==> config.mk <==
export PLATFORM = sky130hd
export DESIGN_NAME = alu_share_arb_flat
export DESIGN_NICKNAME = d
export VERILOG_FILES = /design/src/rtl/alu_share_arb_if.sv /design/src/rtl/alu_share_arb.sv /design/src/flat_wrapper.sv
export SDC_FILE = /design/constraint.sdc
export NUM_CORES = 1
export LEC_CHECK = 0
export ABC_AREA = 1
export CAP_MARGIN = 20
export CORE_UTILIZATION = 51
export DETAILED_ROUTE_END_ITERATION = 8
export GPL_ROUTABILITY_DRIVEN = 0
export GPL_TIMING_DRIVEN = 0
export PLACE_DENSITY = 0.82
export SLEW_MARGIN = 20
export SYNTH_ARGS = -nofsm -noshare
export SYNTH_HDL_FRONTEND = slang
export SYNTH_SLANG_ARGS = --single-unit
export TNS_END_PERCENT = 30
==> constraint.sdc <==
create_clock -name clk -period 4.7 [get_ports clk]
set_clock_uncertainty 0.15 [all_clocks]
set_input_delay 0.94 -clock clk [delete_from_list [all_inputs] [get_ports clk]]
set_output_delay 0.94 -clock clk [all_outputs]
set_load 0.05 [all_outputs]
==> src/rtl/alu_share_arb_if.sv <==
// Request/response bundle for the shared signed adder: two requester ports
// plus one response port and the completed-operation counter.
interface alu_share_arb_if #(
  parameter int WIDTH = 32,
  parameter int CNT_W = 16
);
  logic             req0_valid;
  logic             req0_ready;
  logic [WIDTH-1:0] req0_a;
  logic [WIDTH-1:0] req0_b;
  logic             req0_sub;

  logic             req1_valid;
  logic             req1_ready;
  logic [WIDTH-1:0] req1_a;
  logic [WIDTH-1:0] req1_b;
  logic             req1_sub;

  logic             rsp_valid;
  logic             rsp_ready;
  logic             rsp_id;
  logic [WIDTH-1:0] rsp_out;
  logic             rsp_of;
  logic             rsp_cf;
  logic             rsp_zf;
  logic             rsp_nf;
  logic [CNT_W-1:0] ops_done;

  modport slave (
    input  req0_valid, req0_a, req0_b, req0_sub,
    input  req1_valid, req1_a, req1_b, req1_sub,
    input  rsp_ready,
    output req0_ready, req1_ready,
    output rsp_valid, rsp_id, rsp_out, rsp_of, rsp_cf, rsp_zf, rsp_nf, ops_done
  );

  modport master (
    output req0_valid, req0_a, req0_b, req0_sub,
    output req1_valid, req1_a, req1_b, req1_sub,
    output rsp_ready,
    input  req0_ready, req1_ready,
    input  rsp_valid, rsp_id, rsp_out, rsp_of, rsp_cf, rsp_zf, rsp_nf, ops_done
  );
endinterface

==> src/rtl/alu_share_arb.sv <==
// Round-robin arbiter sharing one signed add/subtract unit between two
// requesters; one operation in flight, registered result and flags.
module alu_share_arb #(
  parameter int WIDTH = 32,
  parameter int CNT_W = 16
) (
  input logic            clk,
  input logic            rst,
  alu_share_arb_if.slave bus
);

  typedef enum logic [1:0] {
    S_IDLE,
    S_EXEC,
    S_RESP
  } state_t;

  state_t           r_state;
  logic             r_last_grant;
  logic             r_id;
  logic             r_sub;
  logic [WIDTH-1:0] r_a;
  logic [WIDTH-1:0] r_b;

  logic             r_rsp_valid;
  logic             r_rsp_id;
  logic [WIDTH-1:0] r_rsp_out;
  logic             r_rsp_of;
  logic             r_rsp_cf;
  logic             r_rsp_zf;
  logic             r_rsp_nf;
  logic [CNT_W-1:0] r_ops_done;

  logic             w_grant;
  logic             w_accept;
  logic [WIDTH-1:0] w_b_eff;
  logic [WIDTH:0]   w_sum;
  logic             w_of;

  // Contention goes to whoever did not win last time.
  always_comb begin
    // NOTE: default assignment first so every path drives w_grant (no latch).
    w_grant = 1'b0;
    if (bus.req0_valid && bus.req1_valid) w_grant = ~r_last_grant;
    else if (bus.req1_valid)              w_grant = 1'b1;
  end

  assign bus.req0_ready = (r_state == S_IDLE) && bus.req0_valid && !w_grant;
  assign bus.req1_ready = (r_state == S_IDLE) && bus.req1_valid &&  w_grant;
  assign w_accept       = bus.req0_ready || bus.req1_ready;

  // Subtract is a + ~b + 1; the carry-out doubles as the "no borrow" flag.
  assign w_b_eff = r_sub ? ~r_b : r_b;
  assign w_sum   = {1'b0, r_a} + {1'b0, w_b_eff} + {{WIDTH{1'b0}}, r_sub};
  assign w_of    = (r_a[WIDTH-1] == w_b_eff[WIDTH-1]) &&
                   (w_sum[WIDTH-1] != r_a[WIDTH-1]);

  always_ff @(posedge clk or posedge rst) begin
    if (rst) begin
      r_state      <= S_IDLE;
      r_last_grant <= 1'b1;
      r_id         <= 1'b0;
      r_sub        <= 1'b0;
      r_a          <= '0;
      r_b          <= '0;
      r_rsp_valid  <= 1'b0;
      r_rsp_id     <= 1'b0;
      r_rsp_out    <= '0;
      r_rsp_of     <= 1'b0;
      r_rsp_cf     <= 1'b0;
      r_rsp_zf     <= 1'b0;
      r_rsp_nf     <= 1'b0;
      r_ops_done   <= '0;
    end else begin
      // NOTE: non-blocking assignments so every register samples pre-edge values.
      unique case (r_state)
        S_IDLE: begin
          if (w_accept) begin
            r_a          <= w_grant ? bus.req1_a   : bus.req0_a;
            r_b          <= w_grant ? bus.req1_b   : bus.req0_b;
            r_sub        <= w_grant ? bus.req1_sub : bus.req0_sub;
            r_id         <= w_grant;
            r_last_grant <= w_grant;
            r_state      <= S_EXEC;
          end
        end
        S_EXEC: begin
          r_rsp_out   <= w_sum[WIDTH-1:0];
          r_rsp_cf    <= w_sum[WIDTH];
          r_rsp_of    <= w_of;
          r_rsp_zf    <= (w_sum[WIDTH-1:0] == '0);
          r_rsp_nf    <= w_sum[WIDTH-1];
          r_rsp_id    <= r_id;
          r_rsp_valid <= 1'b1;
          r_state     <= S_RESP;
        end
        S_RESP: begin
          if (bus.rsp_ready) begin
            r_rsp_valid <= 1'b0;
            r_ops_done  <= r_ops_done + CNT_W'(1);
            r_state     <= S_IDLE;
          end
        end
        default: r_state <= S_IDLE;
      endcase
    end
  end

  assign bus.rsp_valid = r_rsp_valid;
  assign bus.rsp_id    = r_rsp_id;
  assign bus.rsp_out   = r_rsp_out;
  assign bus.rsp_of    = r_rsp_of;
  assign bus.rsp_cf    = r_rsp_cf;
  assign bus.rsp_zf    = r_rsp_zf;
  assign bus.rsp_nf    = r_rsp_nf;
  assign bus.ops_done  = r_ops_done;

endmodule

==> src/flat_wrapper.sv <==
// flat-port wrapper written by rule: the top's interface ports become plain ports
module alu_share_arb_flat 
#(
  parameter int WIDTH = 32,
  parameter int CNT_W = 16
)
  (clk, rst, bus_req0_valid, bus_req0_a, bus_req0_b, bus_req0_sub, bus_req1_valid, bus_req1_a, bus_req1_b, bus_req1_sub, bus_rsp_ready, bus_req0_ready, bus_req1_ready, bus_rsp_valid, bus_rsp_id, bus_rsp_out, bus_rsp_of, bus_rsp_cf, bus_rsp_zf, bus_rsp_nf, bus_ops_done);
  alu_share_arb_if #(.WIDTH(WIDTH), .CNT_W(CNT_W)) bus_i ();
  input logic clk;
  input logic rst;
  input wire logic [$bits(bus_i.req0_valid)-1:0] bus_req0_valid;
  input wire logic [$bits(bus_i.req0_a)-1:0] bus_req0_a;
  input wire logic [$bits(bus_i.req0_b)-1:0] bus_req0_b;
  input wire logic [$bits(bus_i.req0_sub)-1:0] bus_req0_sub;
  input wire logic [$bits(bus_i.req1_valid)-1:0] bus_req1_valid;
  input wire logic [$bits(bus_i.req1_a)-1:0] bus_req1_a;
  input wire logic [$bits(bus_i.req1_b)-1:0] bus_req1_b;
  input wire logic [$bits(bus_i.req1_sub)-1:0] bus_req1_sub;
  input wire logic [$bits(bus_i.rsp_ready)-1:0] bus_rsp_ready;
  output wire logic [$bits(bus_i.req0_ready)-1:0] bus_req0_ready;
  output wire logic [$bits(bus_i.req1_ready)-1:0] bus_req1_ready;
  output wire logic [$bits(bus_i.rsp_valid)-1:0] bus_rsp_valid;
  output wire logic [$bits(bus_i.rsp_id)-1:0] bus_rsp_id;
  output wire logic [$bits(bus_i.rsp_out)-1:0] bus_rsp_out;
  output wire logic [$bits(bus_i.rsp_of)-1:0] bus_rsp_of;
  output wire logic [$bits(bus_i.rsp_cf)-1:0] bus_rsp_cf;
  output wire logic [$bits(bus_i.rsp_zf)-1:0] bus_rsp_zf;
  output wire logic [$bits(bus_i.rsp_nf)-1:0] bus_rsp_nf;
  output wire logic [$bits(bus_i.ops_done)-1:0] bus_ops_done;
  assign bus_i.req0_valid = bus_req0_valid;
  assign bus_i.req0_a = bus_req0_a;
  assign bus_i.req0_b = bus_req0_b;
  assign bus_i.req0_sub = bus_req0_sub;
  assign bus_i.req1_valid = bus_req1_valid;
  assign bus_i.req1_a = bus_req1_a;
  assign bus_i.req1_b = bus_req1_b;
  assign bus_i.req1_sub = bus_req1_sub;
  assign bus_i.rsp_ready = bus_rsp_ready;
  assign bus_req0_ready = bus_i.req0_ready;
  assign bus_req1_ready = bus_i.req1_ready;
  assign bus_rsp_valid = bus_i.rsp_valid;
  assign bus_rsp_id = bus_i.rsp_id;
  assign bus_rsp_out = bus_i.rsp_out;
  assign bus_rsp_of = bus_i.rsp_of;
  assign bus_rsp_cf = bus_i.rsp_cf;
  assign bus_rsp_zf = bus_i.rsp_zf;
  assign bus_rsp_nf = bus_i.rsp_nf;
  assign bus_ops_done = bus_i.ops_done;
  alu_share_arb #(.WIDTH(WIDTH), .CNT_W(CNT_W)) u_core (.clk(clk), .rst(rst), .bus(bus_i));
endmodule
==> results of run 1 <==
==> kinds of logic (layout without fill, tap and decap cells) <==
family | after synthesis | in the layout
simple gates | 643 | 643
buf+inv | 175 | 398
compound gates | 130 | 130
flops | 122 | 122
xor+xnor | 49 | 49
fa+ha+maj | 35 | 35
==> Yosys cell counts (2+ instances only) <==
cell and instances:
nor2_1 140, and3_1 2, clkbuf_1 30, and2_1 3, nor2_4 3, nand2_2 16
ha_1 34, nand2_1 399, o21bai_1 5, buf_2 5, a21oi_2 3, nand3_2 8
o21ai_0 19, inv_1 130, xnor2_1 8, nand3_1 40, xor2_1 41, buf_1 3
nand3b_1 5, nand4_1 12, nor2_2 8, buf_4 2, dfrtp_1 121, a21oi_1 19
nor3_1 3, a31oi_1 81, inv_2 4
==> worst max path at each step <==
stage                   start                endpoint  slack [ns]  cells after the start
3_3_place_gp              rst   u_core.bus.rsp_out[2]       -1.20                      2
3_5_place_dp   bus_req0_valid          bus_req0_ready        0.61                      7
4_1_cts        bus_req0_valid          bus_req0_ready        0.60                      7
2_1_floorplan             rst  u_core.bus.ops_done[0]        0.37                      1
6_report       bus_req0_valid          bus_req0_ready        0.59                      7
5_1_grt        bus_req0_valid          bus_req0_ready        0.51                      7
==> stage by stage <==
stage	worst slack (ns)	util, %	cell area, um2	std cells
6_report	0.590	71.2	10900	1588
3_3_place_gp	-1.20	66.9	10200	1555
2_1_floorplan	0.369	-	8080	1154
3_5_place_dp	0.608	67.1	10300	1556
5_1_grt	0.508	71.2	10900	1588
4_1_cts	0.599	71.2	10900	1588
==> area by class of cell <==
type	instances	area [um2]	share of cell area [%]
plain buffers	40	164	1.50
clock buffers	20	447	4.10
clock inverters	12	173	1.58
inverters	135	512	4.70
multi-input cells	857	4350	40.0
flip-flops and latches	122	3050	28.0
well taps	211	264	2.42
repair buffers	191	1930	17.7
==> per-layer routing <==
layer  global-route usage, %  routed length [um]  up-vias  share of wire, %
li1                        -                   -     4085                 -
met1                    38.3               10000     3690                44
met2                    48.7               10400      357                46
met3                    4.92                1670       42               7.4
met4                    10.6                 552        0               2.4
met5                       0                   0        -                 0
==> flip-flops by register name (all words and copies together) (netlist names) <==
register / flops
u_core.r_id: 1
u_core.bus.rsp_of: 1
u_core.bus.rsp_zf: 1
u_core.r_sub: 1
u_core.r_last_grant: 1
u_core.r_b: 32
u_core.bus.rsp_cf: 1
u_core.bus.rsp_valid: 1
u_core.r_a: 32
u_core.r_state: 2
u_core.bus.ops_done: 16
u_core.bus.rsp_id: 1
u_core.bus.rsp_out: 32
==> impl_summary.log, run 1 <==
[metrics] share of layout cells above drive strength 1: under 10%
[metrics] global-route wire length before repair: 37.2 mm
[metrics] most frequent cells in the layout: 399 x nand2_1, 190 x clkdlybuf4s50_1, 140 x nor2_1, 129 x inv_1, 121 x dfrtp_1
[metrics] Critical Path Slowest Stage Cell: clkdlybuf4s50_1
[metrics] final hold violations: 0
[metrics] count of flip-flops with a built-in enable after synthesis: 0
[metrics] Worst Max-Slew Pin Slew: 0.759 ns
[metrics] relative area change from synthesis to final layout: 34.9%
[metrics] die area: ~0.016 mm2
[metrics] unique cell type count in the Yosys netlist: 37
[metrics] iteration-0 DRC count of the detailed router: about 470
[metrics] clock sink count: between 100 and 150
[metrics] post-detailed-route count of antenna-violating nets: 0
[metrics] max capacitance violation total: 0
[metrics] dominant register cell in the synthesized netlist: dfrtp_1
[metrics] post-cts repair resize count: 0
[metrics] CP endpoint kind: primary output
[metrics] setup repair after global routing missed its margin: false
[metrics] clk_lat worst skew: about 0.43 ns
[metrics] antenna fix cells: 0
[metrics] clock buffer count from CTS: 17
[metrics] number of cell instances on the worst register-to-register path: 17
[metrics] cts-stage hold buffer count: 0
[metrics] post-synthesis share of cell area spent on and, or, nand and nor gates: 33.4%
[metrics] pin count of the biggest net entering global routing: 63
[metrics] Port Buffer Count: 190
[metrics] total global routing track utilization: 29.2%
[metrics] fin crit share: 87.4%
[metrics] highest cell delay on the worst timing path: around 0.85 ns
[metrics] HP Class: reg2reg
[metrics] number of buffers and inverters on the critical path: 4
[metrics] cells along the critical path: clkdlybuf4s50_1 -> nand2_1 -> nand2_1 -> inv_1 -> clkbuf_1 -> nor2_1 -> clkdlybuf4s50_1
[metrics] data required time of the critical path: 3.61 ns
[metrics] most common cell after layout, fill and taps aside: nand2_1
[metrics] #FFs+latches synth: between 100 and 150
[metrics] Synth Area in Adders: 5.51%
[metrics] root buffer cell: clkbuf_16
[metrics] Setup violations, final: 0
[metrics] Post CTS Setup Buffer Count: 0
[metrics] setup tns final: 0 ns
[metrics] outcome: completed
[metrics] share of the synthesized area in the top cell type: a little under two fifths
[metrics] fill cell total of the finished layout: 1260
[metrics] synthesized-area fraction occupied by ao, oa, aoi and oai cells: under 10%
[metrics] critical path class: in2out
[metrics] Hold Worst Slack: around 0.31 ns
[metrics] DIE WIDTH: ~130 um
[metrics] standard cell core area: 0.0153 mm2
[metrics] post-synthesis cell type with the largest combined area: dfrtp_1
[metrics] reg-to-reg endpoint: u_core.bus.rsp_zf
[metrics] HP Start: u_core.bus.ops_done[15]
[metrics] routed wirelength normalized by instance count: 14.3 um
[metrics] detailed-route DRC error count: 0
[metrics] NumNets Final: 1534
[metrics] largest family of logic cells by synthesized area: simple AND/OR/NAND/NOR gates
[metrics] via count of the first global-routing pass: 7878
[metrics] clock slew at reported path FFs: about 0.060 ns
[metrics] multiplexer share of the synthesized area: 0%
[metrics] total gr overflow: 0
[metrics] sort of element at the start of the critical path: input pin
[metrics] Yosys Warn Count: 0
[metrics] I/O pin count: roughly 190
[metrics] cell area after synthesis: roughly 0.008 mm2
[metrics] max frequency: 243 MHz
[metrics] end point of the worst hold path: u_core.bus.ops_done[15]
[metrics] number of antenna violations at the first check in global routing: 0
[metrics] 1st-pass router iterations: 5
[metrics] starting density of the core: 52.8%
[metrics] Final Max Slew Viols: 0
[metrics] register-to-register setup slack: 1.41 ns
[metrics] Hold Path Stages: 1
[metrics] net count after synthesis: 1324
[metrics] leading post-synthesis cells by cell area: dfrtp_1 37%, nand2_1 19%, nor2_1 6.5%, a31oi_1 6.3%, inv_1 6.0%
[metrics] Worst R2R Start: u_core.r_sub
[metrics] post-synthesis cell count: between 1000 and 1500
[metrics] ratio of routed vias to standard cells: 5.15
[metrics] time the worst path needs with I/O delays and setup: 4.11 ns
[metrics] Core Rows: 45
[metrics] Bufs on Longest Clock Path: 2
[metrics] Data arrival, critical path: just over 3 ns
[metrics] part of the Yosys area used for sequential elements: 37.8%
[metrics] headroom to the max-slew limit: 49.4%
[metrics] TritonCTS clock tree: yes
[metrics] H-tree lvl count: 4
[metrics] largest fanout of any net on the critical path: 10
[metrics] proportion of synthesized flip-flops having asynchronous set or reset: between 90% and 100%
[metrics] final HPWL from detailed placement: 18.4 mm
[metrics] syn_area_per_cell: 7.00 um2
[metrics] wirelength, routed: 22.7 mm
[metrics] die outline height: 128 um
[metrics] total vias in the final route: 8174
[metrics] delay-heaviest family, CP: buffers and inverters
[metrics] share of the synthesized netlist area taken by xor and xnor gates: 5.31%
Power of run 1 is not shown: default switching activity piles up to over one toggle a cycle in this logic, so the estimate is an artifact.
==> run 2: changes to the inputs <==
--- a/config.mk
+++ b/config.mk
@@ -6,12 +6,13 @@
 export NUM_CORES = 1
 export LEC_CHECK = 0
 export ABC_AREA = 1
-export CAP_MARGIN = 20
-export CORE_UTILIZATION = 51
+export CAP_MARGIN = 15
+export CORE_UTILIZATION = 52
+export CTS_BUF_LIST = sky130_fd_sc_hd__clkbuf_2
 export DETAILED_ROUTE_END_ITERATION = 8
 export GPL_ROUTABILITY_DRIVEN = 0
 export GPL_TIMING_DRIVEN = 0
-export PLACE_DENSITY = 0.82
+export PLACE_DENSITY = 0.83
 export SLEW_MARGIN = 20
 export SYNTH_ARGS = -nofsm -noshare
 export SYNTH_HDL_FRONTEND = slang
==> run 2 against run 1 <==
  * Critical path depth unchanged
  * Cell count down 1.4%
  * First-iteration DRC count up 21%
  * Critical endpoint unchanged
  * Largest cell class unchanged
==> impl_summary.log, run 2 (synthesis gave the netlist of run 1 again) <==
[metrics] die area: 0.0160 mm2 (was 0.0163 mm2)
[metrics] Most Used Layer, Global Route: met2 (unchanged)
[metrics] Final Max Slew Viols: 0 (unchanged)
[metrics] total vias in the final route: 8094 (was 8174)
[metrics] Bufs on Longest Clock Path: 2 (unchanged)
[metrics] outcome: completed (unchanged)
[metrics] TritonCTS clock tree: yes (unchanged)
[metrics] final hold violations: 0 (unchanged)
[metrics] time the worst path needs with I/O delays and setup: 4.13 ns (was 4.11 ns)
[metrics] highest cell delay on the worst timing path: 0.84 ns (was 0.85 ns)
[metrics] total gr overflow: 0 (unchanged)
[metrics] DIE WIDTH: 127 um (was 128 um)
[metrics] Core Rows: 45 (unchanged)
[metrics] HP Class: reg2reg (unchanged)
[metrics] setup repair after global routing missed its margin: false (unchanged)
[metrics] most frequent cells in the layout: 399 x nand2_1, 190 x clkdlybuf4s50_1, 140 x nor2_1, 129 x inv_1, 121 x dfrtp_1 (unchanged)
[metrics] Setup crit start: bus_req0_valid (unchanged)
[metrics] I/O pin count: 191 (unchanged)
[metrics] post-placement cell count: 1533 (was 1556)
[metrics] fin crit share: 88.0% (was 87.4%)
[metrics] Data arrival, critical path: 3.04 ns (was 3.02 ns)
[metrics] post-cts repair resize count: 0 (unchanged)
[metrics] setup tns final: 0 ns (unchanged)
[metrics] detailed-route DRC error count: 0 (unchanged)
[metrics] wirelength, routed: 22.0 mm (was 22.7 mm)
[metrics] delay-heaviest family, CP: buffers and inverters (unchanged)
[metrics] final HPWL from detailed placement: 18.2 mm (was 18.4 mm)
[metrics] number of buffers and inverters on the critical path: 4 (unchanged)
[metrics] share of layout cells above drive strength 1: 6.39% (was 6.25%)
[metrics] critical path class: in2out (unchanged)
[metrics] clock slew at reported path FFs: 0.18 ns (was 0.06 ns)
[metrics] root buffer cell: clkbuf_2 (was clkbuf_16)
[metrics] clk_lat worst skew: 0.77 ns (was 0.43 ns)
[metrics] pin count of the biggest net entering global routing: 65 (was 63)
[metrics] max capacitance violation total: 0 (unchanged)
[metrics] Post-Route Utilization: 69.0% (was 71.2%)
[metrics] area of placed instances: 0.0102 mm2 (was 0.0103 mm2)
[metrics] routing usage on met3: 4.85% (was 4.92%)
[metrics] CP endpoint kind: primary output (unchanged)
[metrics] clock buffer count from CTS: 17 (unchanged)
[metrics] Worst Max-Slew Pin Slew: 0.736 ns (was 0.759 ns)
[metrics] standard cell core area: 0.0152 mm2 (was 0.0153 mm2)
[metrics] via count of the first global-routing pass: 7518 (was 7878)
[metrics] post-layout instance count excluding filler cells: 1566 (was 1588)
[metrics] largest fanout of any net on the critical path: 10 (unchanged)
[metrics] H-tree lvl count: 4 (unchanged)
[metrics] max frequency: 242 MHz (was 243 MHz)
[metrics] most common cell after layout, fill and taps aside: nand2_1 (unchanged)
[metrics] Critical Path Slowest Stage Cell: clkdlybuf4s50_1 (unchanged)
[metrics] met2 usage in global routing: 49.4% (was 48.7%)
[metrics] Worst R2R Start: u_core.r_sub (unchanged)
[metrics] cells along the critical path: clkdlybuf4s50_1 -> nand2_1 -> nand2_1 -> inv_1 -> clkbuf_1 -> nor2_1 -> clkdlybuf4s50_1 (unchanged)
[metrics] number of antenna violations at the first check in global routing: 1 (was 0)
[metrics] HP Start: u_core.r_last_grant (was u_core.bus.ops_done[15])
[metrics] post-detailed-route count of antenna-violating nets: 0 (unchanged)
[metrics] Setup violations, final: 0 (unchanged)
[metrics] cell area after layout: 0.0105 mm2 (was 0.0109 mm2)
[metrics] relative area change from synthesis to final layout: 29.8% (was 34.9%)
[metrics] NumNets Final: 1534 (unchanged)
[metrics] routed wirelength normalized by instance count: 14.1 um (was 14.3 um)
[metrics] iteration-0 DRC count of the detailed router: 567 (was 468)
[metrics] data required time of the critical path: 3.61 ns (about the same)
[metrics] cts-stage hold buffer count: 0 (unchanged)
[metrics] 1st-pass router iterations: 8 (was 5)
[metrics] Port Buffer Count: 190 (unchanged)
[metrics] sort of element at the start of the critical path: input pin (unchanged)
[metrics] total global routing track utilization: 28.8% (was 29.2%)
[metrics] headroom to the max-slew limit: 50.9% (was 49.4%)
[metrics] global routing usage on met1: 36.9% (was 38.3%)
[metrics] die outline height: 127 um (was 128 um)
[metrics] global-route wire length before repair: 35.9 mm (was 37.2 mm)
[metrics] Post CTS Setup Buffer Count: 0 (unchanged)
[metrics] ratio of routed vias to standard cells: 5.17 (was 5.15)
[metrics] starting density of the core: 53.1% (was 52.8%)
[metrics] clock sink count: 122 (unchanged)
run 2: cell types whose count changed in the layout (fill, tap and decap cells not counted), sizes merged:
cell / change
diode: +1
clkbuf: -3
clkinv: +3
inv: +1
bufinv: -2
clkinvlp: +1
run 2: worst paths after layout:
check	endpoint	slack (ns)	depth (start not counted)
setup / recovery	bus_req0_ready	0.57	7
hold / removal	u_core.r_last_grant	0.34	2
setup reg to reg	u_core.bus.rsp_zf	1.34	18
hold reg to reg	u_core.r_last_grant	0.34	2
max in group asynchronous	u_core.bus.rsp_out[10]	3.27	3
min in group asynchronous	u_core.r_b[30]	0.43	2
run 2: layout make-up:
cell class / instances / area [um2]
repair buffers: 191 / 1930
inverters: 135 / 512
clock inverters: 15 / 151
diodes: 1 / 2.50
clock buffers: 17 / 85.1
well taps: 188 / 235
fillers: 1298 / 4710
multi-input cells: 857 / 4350
flip-flops and latches: 122 / 3050
plain buffers: 40 / 164
run 2: metrics by stage:
stage / setup WS (ns) / hold WS (ns)
final: 0.566 / 0.342
after CTS: 0.592 / 0.338
after detailed placement: 0.608 / 0.319
after global placement: -1.18 / 0.305
after floorplan: 0.369 / 0.297
after global routing: 0.501 / 0.371
run 2: tightest hold or removal path, stage by stage (launching register included):
cell	delay (ns)
dfstp_2	0.41
nand2_1	0.06
nand2_1	0.05
run 2: per-layer routing:
layer | vias to the layer above | part of all wire (%)
met5 | - | 0
met4 | 0 | 1.9
met3 | 34 | 6.8
met2 | 309 | 47
met1 | 3674 | 44
li1 | 4077 | -
Power of run 2 is left out for the same reason.
